`config.mk`:
```
export PLATFORM = sky130hd
export DESIGN_NAME = i2cmb_wb_sequencer
export DESIGN_NICKNAME = d
export VERILOG_FILES = /design/src/rtl/i2cmb_wb_sequencer.sv
export SDC_FILE = /design/constraint.sdc
export NUM_CORES = 1
export LEC_CHECK = 0
export BUFFER_PORTS_ARGS = -buffer_cell sky130_fd_sc_hd__buf_2
export CAP_MARGIN = 20
export CORE_MARGIN = 10
export CORE_UTILIZATION = 34
export CTS_BUF_LIST = sky130_fd_sc_hd__clkbuf_2 sky130_fd_sc_hd__clkbuf_4 sky130_fd_sc_hd__clkbuf_8
export DETAILED_ROUTE_END_ITERATION = 8
export MAX_ROUTING_LAYER = met4
export PLACE_DENSITY = 0.63
export SYNTH_ARGS = -nofsm -noshare
export SYNTH_HDL_FRONTEND = slang
export SYNTH_SLANG_ARGS = --single-unit
```
`constraint.sdc`:
```
create_clock -name clk_i -period 4.3 [get_ports clk_i]
set_input_delay 0 -clock clk_i [delete_from_list [all_inputs] [get_ports clk_i]]
set_output_delay 0 -clock clk_i [all_outputs]
set_load 0.02 [all_outputs]
```
`src/rtl/i2cmb_wb_sequencer.sv`:
```
// rtl/i2cmb_wb_sequencer.sv - request-driven I2C transaction sequencer mastering an IICMB core over Wishbone
//
// Purpose: accepts single-byte I2C read/write requests, queues them, and walks
// the IICMB command sequence (SetBus, Start, address, data, Stop) over a
// Wishbone master port, returning one response per request.
//
// Ports:
//   clk_i, rst_i        clock, synchronous active-high reset
//   req_*               request stream (valid/ready): bus, 7-bit addr, rw (1=read), write byte
//   rsp_*               response stream (valid/ready): read byte, status (00 ok, 01 NAK, 10 arb lost, 11 error)
//   busy                high unless idle with no queued request
//   cyc_o..dat_o        Wishbone master outputs (stb_o mirrors cyc_o)
//   dat_i, ack_i        Wishbone read data / acknowledge
//   irq_i               IICMB interrupt (only used when I2CMB_SEQ_IRQ_EN is defined)
//
// Build option: define I2CMB_SEQ_IRQ_EN to enable the IICMB interrupt and
// wait on irq_i instead of polling CMDR for the done bit.

module i2cmb_seq_fifo #(
   parameter int W     = 20,
   parameter int DEPTH = 4
) (
   input  logic         clk,
   input  logic         rst,
   input  logic [W-1:0] s_tdata,
   input  logic         s_tvalid,
   output logic         s_tready,
   output logic [W-1:0] m_tdata,
   output logic         m_tvalid,
   input  logic         m_tready
);
   localparam int AW = $clog2(DEPTH);

   logic [W-1:0] mem [DEPTH];
   logic [AW:0]  wr_ptr;
   logic [AW:0]  rd_ptr;
   logic         full;
   logic         push;
   logic         pop;

   // Extra pointer bit distinguishes full from empty.
   assign full     = (wr_ptr[AW] != rd_ptr[AW]) && (wr_ptr[AW-1:0] == rd_ptr[AW-1:0]);
   assign s_tready = !full;
   assign m_tvalid = (wr_ptr != rd_ptr);
   assign push     = s_tvalid && s_tready;
   assign pop      = m_tready && m_tvalid;
   assign m_tdata  = mem[rd_ptr[AW-1:0]];

   always_ff @(posedge clk) begin
      if (rst) begin
         wr_ptr <= '0;
         rd_ptr <= '0;
      end else begin
         if (push) wr_ptr <= wr_ptr + 1'b1;
         if (pop)  rd_ptr <= rd_ptr + 1'b1;
      end
   end

   always_ff @(posedge clk) begin
      if (push) mem[wr_ptr[AW-1:0]] <= s_tdata;
   end
endmodule

module i2cmb_wb_sequencer #(
   parameter int NUM_I2C_BUSSES = 1,
   parameter int FIFO_DEPTH     = 4,
   parameter int BUS_ID_W       = 4
) (
   input  logic                clk_i,
   input  logic                rst_i,
   input  logic                req_valid,
   output logic                req_ready,
   input  logic [BUS_ID_W-1:0] req_bus,
   input  logic [6:0]          req_addr,
   input  logic                req_rw,
   input  logic [7:0]          req_data,
   output logic                rsp_valid,
   input  logic                rsp_ready,
   output logic [7:0]          rsp_data,
   output logic [1:0]          rsp_status,
   output logic                busy,
   output logic                cyc_o,
   output logic                stb_o,
   output logic                we_o,
   output logic [1:0]          adr_o,
   output logic [7:0]          dat_o,
   input  logic [7:0]          dat_i,
   input  logic                ack_i,
   input  logic                irq_i
);
   localparam logic [1:0] ADR_CSR  = 2'd0;
   localparam logic [1:0] ADR_DPR  = 2'd1;
   localparam logic [1:0] ADR_CMDR = 2'd2;

   localparam logic [7:0] CMD_WRITE   = 8'h01;
   localparam logic [7:0] CMD_READNAK = 8'h03;
   localparam logic [7:0] CMD_START   = 8'h04;
   localparam logic [7:0] CMD_STOP    = 8'h05;
   localparam logic [7:0] CMD_SETBUS  = 8'h06;

`ifdef I2CMB_SEQ_IRQ_EN
   localparam logic [7:0] CSR_INIT = 8'hC0;
   localparam bit         IRQ_MODE = 1'b1;
`else
   localparam logic [7:0] CSR_INIT = 8'h80;
   localparam bit         IRQ_MODE = 1'b0;
`endif

   localparam int                REQ_W   = BUS_ID_W + 16;
   localparam logic [BUS_ID_W:0] NUM_BUS = (BUS_ID_W + 1)'(NUM_I2C_BUSSES);

   typedef enum logic [2:0] {
      S_INIT, S_IDLE, S_SETBUS, S_START, S_ADDR, S_DATA, S_STOP, S_RESP
   } state_t;

   // Sub-steps of one IICMB command: optional DPR write, CMDR write, wait for
   // done; PH_RDDPR fetches the received byte after a ReadNak completes.
   typedef enum logic [1:0] {PH_DPR, PH_CMD, PH_WAIT, PH_RDDPR} phase_t;

   state_t              state, state_nxt;
   phase_t              phase, phase_nxt;
   logic [BUS_ID_W-1:0] cur_bus, cur_bus_nxt;
   logic [6:0]          cur_addr, cur_addr_nxt;
   logic                cur_rw, cur_rw_nxt;
   logic [7:0]          cur_data, cur_data_nxt;
   logic [BUS_ID_W-1:0] last_bus, last_bus_nxt;
   logic                last_bus_vld, last_bus_vld_nxt;
   logic                cyc_nxt, we_nxt;
   logic [1:0]          adr_nxt;
   logic [7:0]          dat_nxt;
   logic [7:0]          rsp_data_nxt;
   logic [1:0]          rsp_status_nxt;

   logic                fifo_s_tready;
   logic                fifo_m_tvalid;
   logic                fifo_pop;
   logic [REQ_W-1:0]    fifo_m_tdata;
   logic [BUS_ID_W-1:0] hd_bus;
   logic [6:0]          hd_addr;
   logic                hd_rw;
   logic [7:0]          hd_data;

   logic                wb_done;
   logic                wait_go;
   logic                launch;
   logic                l_we;
   logic [1:0]          l_adr;
   logic [7:0]          l_dat;
   logic [7:0]          step_dpr;
   logic [7:0]          step_cmd;

   i2cmb_seq_fifo #(.W(REQ_W), .DEPTH(FIFO_DEPTH)) u_req_fifo (
      .clk      (clk_i),
      .rst      (rst_i),
      .s_tdata  ({req_bus, req_addr, req_rw, req_data}),
      .s_tvalid (req_valid),
      .s_tready (fifo_s_tready),
      .m_tdata  (fifo_m_tdata),
      .m_tvalid (fifo_m_tvalid),
      .m_tready (fifo_pop)
   );

   assign {hd_bus, hd_addr, hd_rw, hd_data} = fifo_m_tdata;

   assign req_ready = fifo_s_tready && !rst_i;
   assign busy      = !rst_i && !((state == S_IDLE) && !fifo_m_tvalid);
   assign rsp_valid = (state == S_RESP);
   assign stb_o     = cyc_o;
   assign wb_done   = cyc_o && ack_i;
   assign wait_go   = !IRQ_MODE || irq_i;

   always_ff @(posedge clk_i) begin
      if (rst_i) begin
         state        <= S_INIT;
         phase        <= PH_DPR;
         cur_bus      <= '0;
         cur_addr     <= '0;
         cur_rw       <= 1'b0;
         cur_data     <= '0;
         last_bus     <= '0;
         last_bus_vld <= 1'b0;
         cyc_o        <= 1'b0;
         we_o         <= 1'b0;
         adr_o        <= '0;
         dat_o        <= '0;
         rsp_data     <= '0;
         rsp_status   <= '0;
      end else begin
         state        <= state_nxt;
         phase        <= phase_nxt;
         cur_bus      <= cur_bus_nxt;
         cur_addr     <= cur_addr_nxt;
         cur_rw       <= cur_rw_nxt;
         cur_data     <= cur_data_nxt;
         last_bus     <= last_bus_nxt;
         last_bus_vld <= last_bus_vld_nxt;
         cyc_o        <= cyc_nxt;
         we_o         <= we_nxt;
         adr_o        <= adr_nxt;
         dat_o        <= dat_nxt;
         rsp_data     <= rsp_data_nxt;
         rsp_status   <= rsp_status_nxt;
      end
   end

   always_comb begin
      step_dpr = 8'h00;
      step_cmd = 8'h00;
      case (state)
         S_SETBUS: begin step_dpr = 8'(cur_bus);          step_cmd = CMD_SETBUS; end
         S_START:  begin                                   step_cmd = CMD_START;  end
         S_ADDR:   begin step_dpr = {cur_addr, cur_rw};   step_cmd = CMD_WRITE;  end
         S_DATA:   begin step_dpr = cur_data;
                         step_cmd = cur_rw ? CMD_READNAK : CMD_WRITE;             end
         S_STOP:   begin                                   step_cmd = CMD_STOP;   end
         default:  ;
      endcase
   end

   always_comb begin
      state_nxt        = state;
      phase_nxt        = phase;
      cur_bus_nxt      = cur_bus;
      cur_addr_nxt     = cur_addr;
      cur_rw_nxt       = cur_rw;
      cur_data_nxt     = cur_data;
      last_bus_nxt     = last_bus;
      last_bus_vld_nxt = last_bus_vld;
      cyc_nxt          = cyc_o;
      we_nxt           = we_o;
      adr_nxt          = adr_o;
      dat_nxt          = dat_o;
      rsp_data_nxt     = rsp_data;
      rsp_status_nxt   = rsp_status;
      fifo_pop         = 1'b0;
      launch           = 1'b0;
      l_we             = 1'b0;
      l_adr            = ADR_CSR;
      l_dat            = 8'h00;

      // Every bus signal returns to zero the cycle after ack, which also
      // guarantees one idle cycle before the next access can launch.
      if (wb_done) begin
         cyc_nxt = 1'b0;
         we_nxt  = 1'b0;
         adr_nxt = '0;
         dat_nxt = '0;
      end

      case (state)
         S_INIT: begin
            if (!cyc_o) begin
               launch = 1'b1;
               l_we   = 1'b1;
               l_adr  = ADR_CSR;
               l_dat  = CSR_INIT;
            end
            if (wb_done) state_nxt = S_IDLE;
         end

         S_IDLE: begin
            if (fifo_m_tvalid) begin
               fifo_pop       = 1'b1;
               cur_bus_nxt    = hd_bus;
               cur_addr_nxt   = hd_addr;
               cur_rw_nxt     = hd_rw;
               cur_data_nxt   = hd_data;
               rsp_data_nxt   = 8'h00;
               rsp_status_nxt = 2'b00;
               if ({1'b0, hd_bus} >= NUM_BUS) begin
                  rsp_status_nxt = 2'b11;
                  state_nxt      = S_RESP;
               end else if (last_bus_vld && (hd_bus == last_bus)) begin
                  state_nxt = S_START;
                  phase_nxt = PH_CMD;
               end else begin
                  state_nxt = S_SETBUS;
                  phase_nxt = PH_DPR;
               end
            end
         end

         S_SETBUS, S_START, S_ADDR, S_DATA, S_STOP: begin
            case (phase)
               PH_DPR: begin
                  if (!cyc_o) begin
                     launch = 1'b1;
                     l_we   = 1'b1;
                     l_adr  = ADR_DPR;
                     l_dat  = step_dpr;
                  end
                  if (wb_done) phase_nxt = PH_CMD;
               end

               PH_CMD: begin
                  if (!cyc_o) begin
                     launch = 1'b1;
                     l_we   = 1'b1;
                     l_adr  = ADR_CMDR;
                     l_dat  = step_cmd;
                  end
                  if (wb_done) phase_nxt = PH_WAIT;
               end

               PH_WAIT: begin
                  // Polling mode re-reads CMDR until DON; irq mode issues
                  // the read only once the interrupt is raised.
                  if (!cyc_o && wait_go) begin
                     launch = 1'b1;
                     l_adr  = ADR_CMDR;
                  end
                  if (wb_done && dat_i[7]) begin
                     if (dat_i[5] || dat_i[4]) begin
                        // Lost arbitration or core error: the bus state is
                        // unknown, so skip Stop and force a SetBus next time.
                        rsp_status_nxt   = dat_i[5] ? 2'b10 : 2'b11;
                        rsp_data_nxt     = 8'h00;
                        last_bus_vld_nxt = 1'b0;
                        state_nxt        = S_RESP;
                     end else begin
                        case (state)
                           S_SETBUS: begin
                              last_bus_nxt     = cur_bus;
                              last_bus_vld_nxt = 1'b1;
                              state_nxt        = S_START;
                              phase_nxt        = PH_CMD;
                           end
                           S_START: begin
                              state_nxt = S_ADDR;
                              phase_nxt = PH_DPR;
                           end
                           S_ADDR: begin
                              if (dat_i[6]) begin
                                 rsp_status_nxt = 2'b01;
                                 state_nxt      = S_STOP;
                                 phase_nxt      = PH_CMD;
                              end else begin
                                 state_nxt = S_DATA;
                                 phase_nxt = cur_rw ? PH_CMD : PH_DPR;
                              end
                           end
                           S_DATA: begin
                              if (dat_i[6]) begin
                                 rsp_status_nxt = 2'b01;
                                 state_nxt      = S_STOP;
                                 phase_nxt      = PH_CMD;
                              end else if (cur_rw) begin
                                 phase_nxt = PH_RDDPR;
                              end else begin
                                 state_nxt = S_STOP;
                                 phase_nxt = PH_CMD;
                              end
                           end
                           S_STOP:  state_nxt = S_RESP;
                           default: ;
                        endcase
                     end
                  end
               end

               PH_RDDPR: begin
                  if (!cyc_o) begin
                     launch = 1'b1;
                     l_adr  = ADR_DPR;
                  end
                  if (wb_done) begin
                     rsp_data_nxt = dat_i;
                     state_nxt    = S_STOP;
                     phase_nxt    = PH_CMD;
                  end
               end

               default: ;
            endcase
         end

         S_RESP: begin
            if (rsp_ready) state_nxt = S_IDLE;
         end

         default: state_nxt = S_INIT;
      endcase

      if (launch) begin
         cyc_nxt = 1'b1;
         we_nxt  = l_we;
         adr_nxt = l_adr;
         dat_nxt = l_dat;
      end
   end
endmodule

```
==> metrics.md, run 1 <==
| Metric | Value |
|---|---|
| Syn Std Cell Area | between 5000 and 6000 µm² |
| WL per Instance | between 15 and 20 µm |
| Busiest grt layer | met2 |
| Count leader, synth | edfxtp_1 |
| Critical path required time | ~4.7 ns |
| Total number of vias | between 4,000 and 5,000 |
| Area Growth Syn to Fin | 21.1% |
| Remaining antenna violation count after routing | 0 |
| Drt drc | 0 |
| Number of global-route vias before repair | between 4,000 and 5,000 |
| Num CTS Buffers | 17 |
| Die Height | 152 µm |
| Cells after synthesis | about 490 |
| Clock root cell | clkbuf_8 |
| Startpoint Class | flip-flop |
| Crit path max-delay family | simple AND/OR/NAND/NOR gates |
| Status | completed |
| Setup slack after layout | between 1 and 1.5 ns |
| # setup viols final | 0 |
| Clock Path Buffers | 2 |
| Met2 GRT Util | 0.190 |
| Top FF cell, synth | edfxtp_1 |
| CTS tree | done |
| Slew HR | 0.356 |
| Initial Util | 0.345 |
| Ratio of cells with drive above 1 in the final layout | 0.208 |
| Gr usage total | 0.117 |
| Data arrival time of the worst path | 3.48 ns |
| Cell taking the most area after synthesis | edfxtp_1 |
| RD Place Congestion | ~0.76 |
| Layout Nets | 617 |
| Sum Neg Setup Slack | 0 ns |
| RSZ-0062 raised after global routing | no |
| Syn Nets | roughly 530 |
| CTS Sinks | 140 |
| H-tree depth | 4 |
| Leak | 2.57 nW |
| Pwr Density | slightly below 500 nW/µm² |
| Max-slew violation count | 0 |
| WL final | about 13,000 µm |
| Syn Area/Cell | 12.2 µm² |
| Core area | 17,200 µm² |
| Synth area leaders | edfxtp_1 40%, dfxtp_1 20%, mux4_2 5.7% |
| Non-Filler Instances | 811 |
| Die area | 23,200 µm² |
| Die width | around 150 µm |
| Hold WC Path Type | in2reg |
| Rows | 48 |
| Synth cell types | 50 |
| Synthesis Warnings | 0 |
| Cell count after placement | 746 |
| Worst path cell trace | inv_1, ha_1, nand2_1, nor2_1, nor3_1, buf_4, nand4_1, a21oi_1 |
| Buffers added on ports | 58 |
| First-pass GRT wire length | around 21,000 µm |
| DRT iter0 DRCs | around 350 |
| Clock slew at reported path FFs | ~0.08 ns |
| DP Wirelength | between 8000 and 9000 µm |
| Setup crit end kind | flip-flop |
| Vias/cell | just over 5 |
| Max Clk Rate | around 320 MHz |
| Clk_skew | ~0.011 ns |
| CP Class | reg2reg |
| Insertion delay to the later sink of the worst-skew pair | between 0.4 and 0.5 ns |
| Routing usage on met3 | 0.0310 |
| Total grt overflow | 0 |
| Post-synth top cells | 80 x edfxtp_1, 60 x dfxtp_1, 60 x nand2_1 |
| Worst slew pin tran | slightly below 1 ns |
| Reported max-cap violation count | 0 |
| Count of final hold-check violations | 0 |
| Pre-antenna DRT Iters | 5 |
| Post-route clock period utilization | 0.723 |
| I/O pin count | 60 |
| FFs w/ async S/R, synth | 0 |
| Post-synth EDFFs | 80 |
| Buf/Inv on CP | 2 |
| Fill cells | between 1,500 and 2,000 |
| Slowest CP cell | dfxtp_1 |
| Critical path's largest stage delay | just over 0.7 ns |
| Seq cells post-synth | 140 |
| Seq/Total Area, Yosys | 0.606 |
| Max VDD drop | between 200 and 250 µV |
| Post-synth top area share | 0.404 |
| # diodes | 0 |
| Largest net degree at the start of global routing | 63 |
| Final Critical Period | between 3 and 4 ns |
| Crit Path Max Fanout | 19 |
| DP Worst Slack | roughly 1.3 ns |
| Antenna violations before repair | 0 |
| Met1 Use GR | 0.135 |
| Post-CTS Resized | 0 |
-- final cells by class --
cell class | count | area (µm²) | area share
clock buffer | 17 | 234 | 0.0325
clock inverter | 15 | 149 | 0.0207
inverter | 15 | 56.3 | 0.00782
multi-input combinational | 303 | 2150 | 0.299
sequential | 140 | 3600 | 0.501
tap | 225 | 282 | 0.0391
timing repair buffer | 96 | 718 | 0.0998
-- flip-flops by register name, summed over array words and instances, names as in the netlist, 3 cells and up, named ones only --
name               cells
cur_addr               7
rsp_data               8
last_bus               4
cur_bus                4
u_req_fifo.rd_ptr      3
dat_o                  8
state                  3
cur_data               8
u_req_fifo.wr_ptr      3
u_req_fifo.mem        80
-- worst min-delay path, delay by kind of cell --
kind	cells	cell delay [ns]
buffers and inverters	2	0.40
and+or+nand+nor	1	0.16
-- metal layers --
metal	wire (µm)	up-vias
met4	211	0
met5	0	-
met1	5770	1992
li1	-	1974
met2	6600	101
met3	524	19
-- timing repair --
item | 4_1_cts | 5_1_grt
buffers inserted | 0 | 0
hold endpoints to repair | 92 | 0
hold buffers | 30 | 0
-- stage by stage --
step                hold slack, ns  instance area, µm²  total power [mW]   util
finish                       0.156                7200              3.52  0.418
global route                 0.182                7200              3.71  0.418
CTS                          0.141                7110              3.54  0.413
detailed placement           0.218                6430              2.48  0.373
global placement             0.209                6420              2.45  0.372
floorplan                   0.0989                5940              2.26      -
-- logic make-up after synthesis --
group,Yosys count,synth area share
AOI/OAI and AO/OA,97,0.103
DFF,140,0.606
buffers and inverters,46,0.0314
muxes,36,0.107
adders and majority gates,10,0.0211
and+or+nand+nor,147,0.113
xor gates and xnor gates,13,0.0192
-- where the power goes --
group / leakage [nW] / switching [mW] / internal (mW)
Clock: 0.196 / 0.557 / 0.476
Sequential: 1.22 / 0.104 / 1.51
Combinational: 1.15 / 0.526 / 0.347
Total: 2.57 / 1.19 / 2.34
-- cells in the final DEF, fill, tap and decap left out, types with 15 or more instances in the layout --
| cell | n |
|---|---|
| buf_2 | 58 |
| clkbuf_8 | 17 |
| edfxtp_1 | 80 |
| mux4_2 | 15 |
| a21oi_1 | 45 |
| dfxtp_1 | 60 |
| nand2_1 | 60 |
| inv_1 | 15 |
| dlygate4sd3_1 | 30 |
| nor2_1 | 39 |
-- worst paths after layout --
path / to / cells past startpoint / start / slack (ns)
worst max-delay path: rsp_data[0] / 8 / state[1] / 1.19
worst min-delay path: rsp_status[0] / 3 / rst_i / 0.16
worst min register to register: cur_data[4] / 2 / cur_data[4] / 0.46
worst max register to register: rsp_data[0] / 8 / state[1] / 1.19
Power figures use the tool's default switching activity.
==> run 2, diff against run 1 <==
- clock period: 4.3 -> 2.9 ns (I/O delays scaled with it)
==> run 2 against run 1 <==
  * Critical path depth fell by 1
  * Worst hold slack got worse by 0.016 ns
  * Flip-flop and latch count did not move
  * Critical endpoint is now state[2]
  * Largest power group unchanged
  * Highest routed layer unchanged
==> metrics.md, run 2 (synthesis gave the netlist of run 1 again) <==
| Metric | Value |
|---|---|
| Status | completed (unchanged) |
| Slowest CP cell | and2_1 (was dfxtp_1) |
| RSZ-0062 raised after global routing | no (unchanged) |
| Commonest non-fill, non-tap cell in the layout | edfxtp_1 (unchanged) |
| Slew HR | 0.441 (was 0.356) |
| Startpoint Class | flip-flop (unchanged) |
| Count of final hold-check violations | 0 (unchanged) |
| Die area | 23,200 µm² (unchanged) |
| DRT iter0 DRCs | 242 (was 352) |
| Reg2Reg Launch Point | state[1] (unchanged) |
| Max VDD drop | 309 µV (was 239 µV) |
| I/O pin count | 60 (unchanged) |
| Combinational power share | 0.267 (was 0.248) |
| Cell count after placement | 756 (was 746) |
| Ratio of cells with drive above 1 in the final layout | 0.216 (was 0.208) |
| P_sw | 1.69 mW (was 1.19 mW) |
| Initial Util | 0.345 (unchanged) |
| Worst slew pin tran | 0.839 ns (was 0.964 ns) |
| Sequential group share of total power | 0.449 (was 0.459) |
| Post-CTS Resized | 0 (unchanged) |
| Remaining antenna violation count after routing | 0 (unchanged) |
| Number of global-route vias before repair | 4,214 (was 4,218) |
| Buffers added on ports | 58 (unchanged) |
| # setup viols final | 0 (unchanged) |
| DP Wirelength | 8970 µm (about the same) |
| CTS tree | done (unchanged) |
| CTS Sinks | 140 (unchanged) |
| Sw frac | 0.326 (was 0.337) |
| Largest net degree at the start of global routing | 45 (was 63) |
| Max FFs per register | 80 (unchanged) |
| Vias/cell | 4.94 (was 5.04) |
| Clock Path Buffers | 2 (unchanged) |
| Data arrival time of the worst path | 2.79 ns (was 3.48 ns) |
| Hold Startpoint | rst_i (unchanged) |
| CP Class | reg2reg (unchanged) |
| Critical path's largest stage delay | 0.44 ns (was 0.71 ns) |
| RD Place Congestion | 0.821 (was 0.761) |
| WL per Instance | 15.9 µm (was 16.2 µm) |
| H-tree depth | 4 (unchanged) |
| Clock group share of total power | 0.284 (was 0.293) |
| Non-Filler Instances | 818 (was 811) |
| Num CTS Buffers | 17 (unchanged) |
| Die width | 152 µm (unchanged) |
| Most frequent cells in the layout | 80 x edfxtp_1, 60 x nand2_1, 60 x dfxtp_1 (unchanged) |
| # diodes | 0 (unchanged) |
| Pre-antenna DRT Iters | 5 (unchanged) |
| Layout Nets | 624 (was 617) |
| WL final | 13,000 µm (was 13,100 µm) |
| Critical path required time | 3.18 ns (was 4.67 ns) |
| Antenna violations before repair | 0 (unchanged) |
| Worst path cell trace | inv_1, ha_1, and2_1, o221ai_1, a311o_1, a211oi_1, a221oi_1 (was inv_1, ha_1, nand2_1, nor2_1, nor3_1, buf_4, nand4_1, a21oi_1) |
| Clk_skew | 0.0127 ns (was 0.0110 ns) |
| Gr usage total | 0.117 (about the same) |
| Drt drc | 0 (unchanged) |
| Leak | 2.56 nW (was 2.57 nW) |
| Post-route clock period utilization | 0.863 (was 0.723) |
| Core area | 17,200 µm² (unchanged) |
| Reported max-cap violation count | 0 (unchanged) |
| Internal | 3.49 mW (was 2.34 mW) |
| Total grt overflow | 0 (unchanged) |
| Hold WC Path Type | in2reg (unchanged) |
| Crit Path Max Fanout | 11 (was 19) |
| Max-slew violation count | 0 (unchanged) |
| Setup crit end kind | flip-flop (unchanged) |
| Pwr Density | 723 nW/µm² (was 489 nW/µm²) |
| Max Clk Rate | 400 MHz (was 322 MHz) |
| First-pass GRT wire length | 21,500 µm (about the same) |
| Total number of vias | 4,039 (was 4,086) |
| Crit. Startpoint | state[1] (unchanged) |
| Insertion delay to the later sink of the worst-skew pair | 0.45 ns (about the same) |
| Final Critical Period | 2.50 ns (was 3.11 ns) |
| Sum Neg Setup Slack | 0 ns (unchanged) |
| Clock root cell | clkbuf_8 (unchanged) |
| Area Growth Syn to Fin | 20.7% (was 21.1%) |
| Die Height | 152 µm (unchanged) |
| Fill cells | 1,616 (was 1,623) |
| Clock slew at reported path FFs | 0.08 ns (about the same) |
| Rows | 48 (unchanged) |
## run 2: cell types whose count changed in the layout (fill, tap and decap cells not counted), moves of 2 or more
cell,delta
buf_16,-3
buf_4,+11
clkinvlp_4,+5
inv_6,-5
inv_8,-2
## run 2: routing by layer
layer	global-route usage	wire, µm	vias to the layer above
met5	-	0	-
met4	0.0454	201	0
met2	0.183	6350	79
met3	0.0322	516	15
met1	0.140	5980	1970
li1	-	-	1975
## run 2: final timing paths
path / endpoint / slack [ns] / depth (start not counted)
worst max-delay path: state[2] / 0.40 / 7
worst min-delay path: dat_o[7] / 0.14 / 2
worst max register to register: state[2] / 0.40 / 7
worst min register to register: cur_addr[2] / 0.46 / 2
## run 2: power by group through the flow
stage	sequential, mW	clock (mW)	combinational [mW]
3_3_place_gp	2.37	0	1.32
5_1_grt	2.35	1.60	1.54
4_1_cts	2.33	1.51	1.39
3_5_place_dp	2.37	0	1.35
6_report	2.33	1.47	1.39
2_1_floorplan	2.38	0	0.976
## run 2: area by class of cell
cell class | instances | area (µm²) | share of cell area
clock inverters | 13 | 120 | 0.0167
inverters | 15 | 56.3 | 0.00785
flip-flops and latches | 140 | 3600 | 0.502
multi-input cells | 303 | 2150 | 0.300
clock buffers | 19 | 255 | 0.0356
well taps | 225 | 282 | 0.0393
repair buffers | 103 | 703 | 0.0980
## run 2: worst max-delay path: cells and delay by family, from the launching register on
| kind | cells | cell delay [ns] |
|---|---|---|
| AO/OA/AOI/OAI | 4 | 1.07 |
| AND/OR/NAND/NOR | 1 | 0.44 |
| adder cells (fa/ha/maj) | 1 | 0.43 |
| flip-flops | 1 | 0.33 |
| buffers and inverters | 1 | 0.06 |
## run 2: what timing repair did
action	4_1_cts	5_1_grt
hold buffers	30	0
buffers inserted	0	0
endpoints found under the hold margin	92	0
## run 2: per-stage QoR
stage / hold WS, ns / power (mW) / instance area (µm²) / worst slack [ns] / util
floorplan: 0.0989 / 3.36 / 5940 / 0.208 / -
global placement: 0.211 / 3.69 / 6500 / 0.455 / 0.377
detailed placement: 0.218 / 3.72 / 6500 / 0.447 / 0.377
CTS: 0.121 / 5.22 / 7170 / 0.439 / 0.416
global route: 0.173 / 5.49 / 7170 / 0.272 / 0.416
finish: 0.140 / 5.18 / 7170 / 0.398 / 0.416
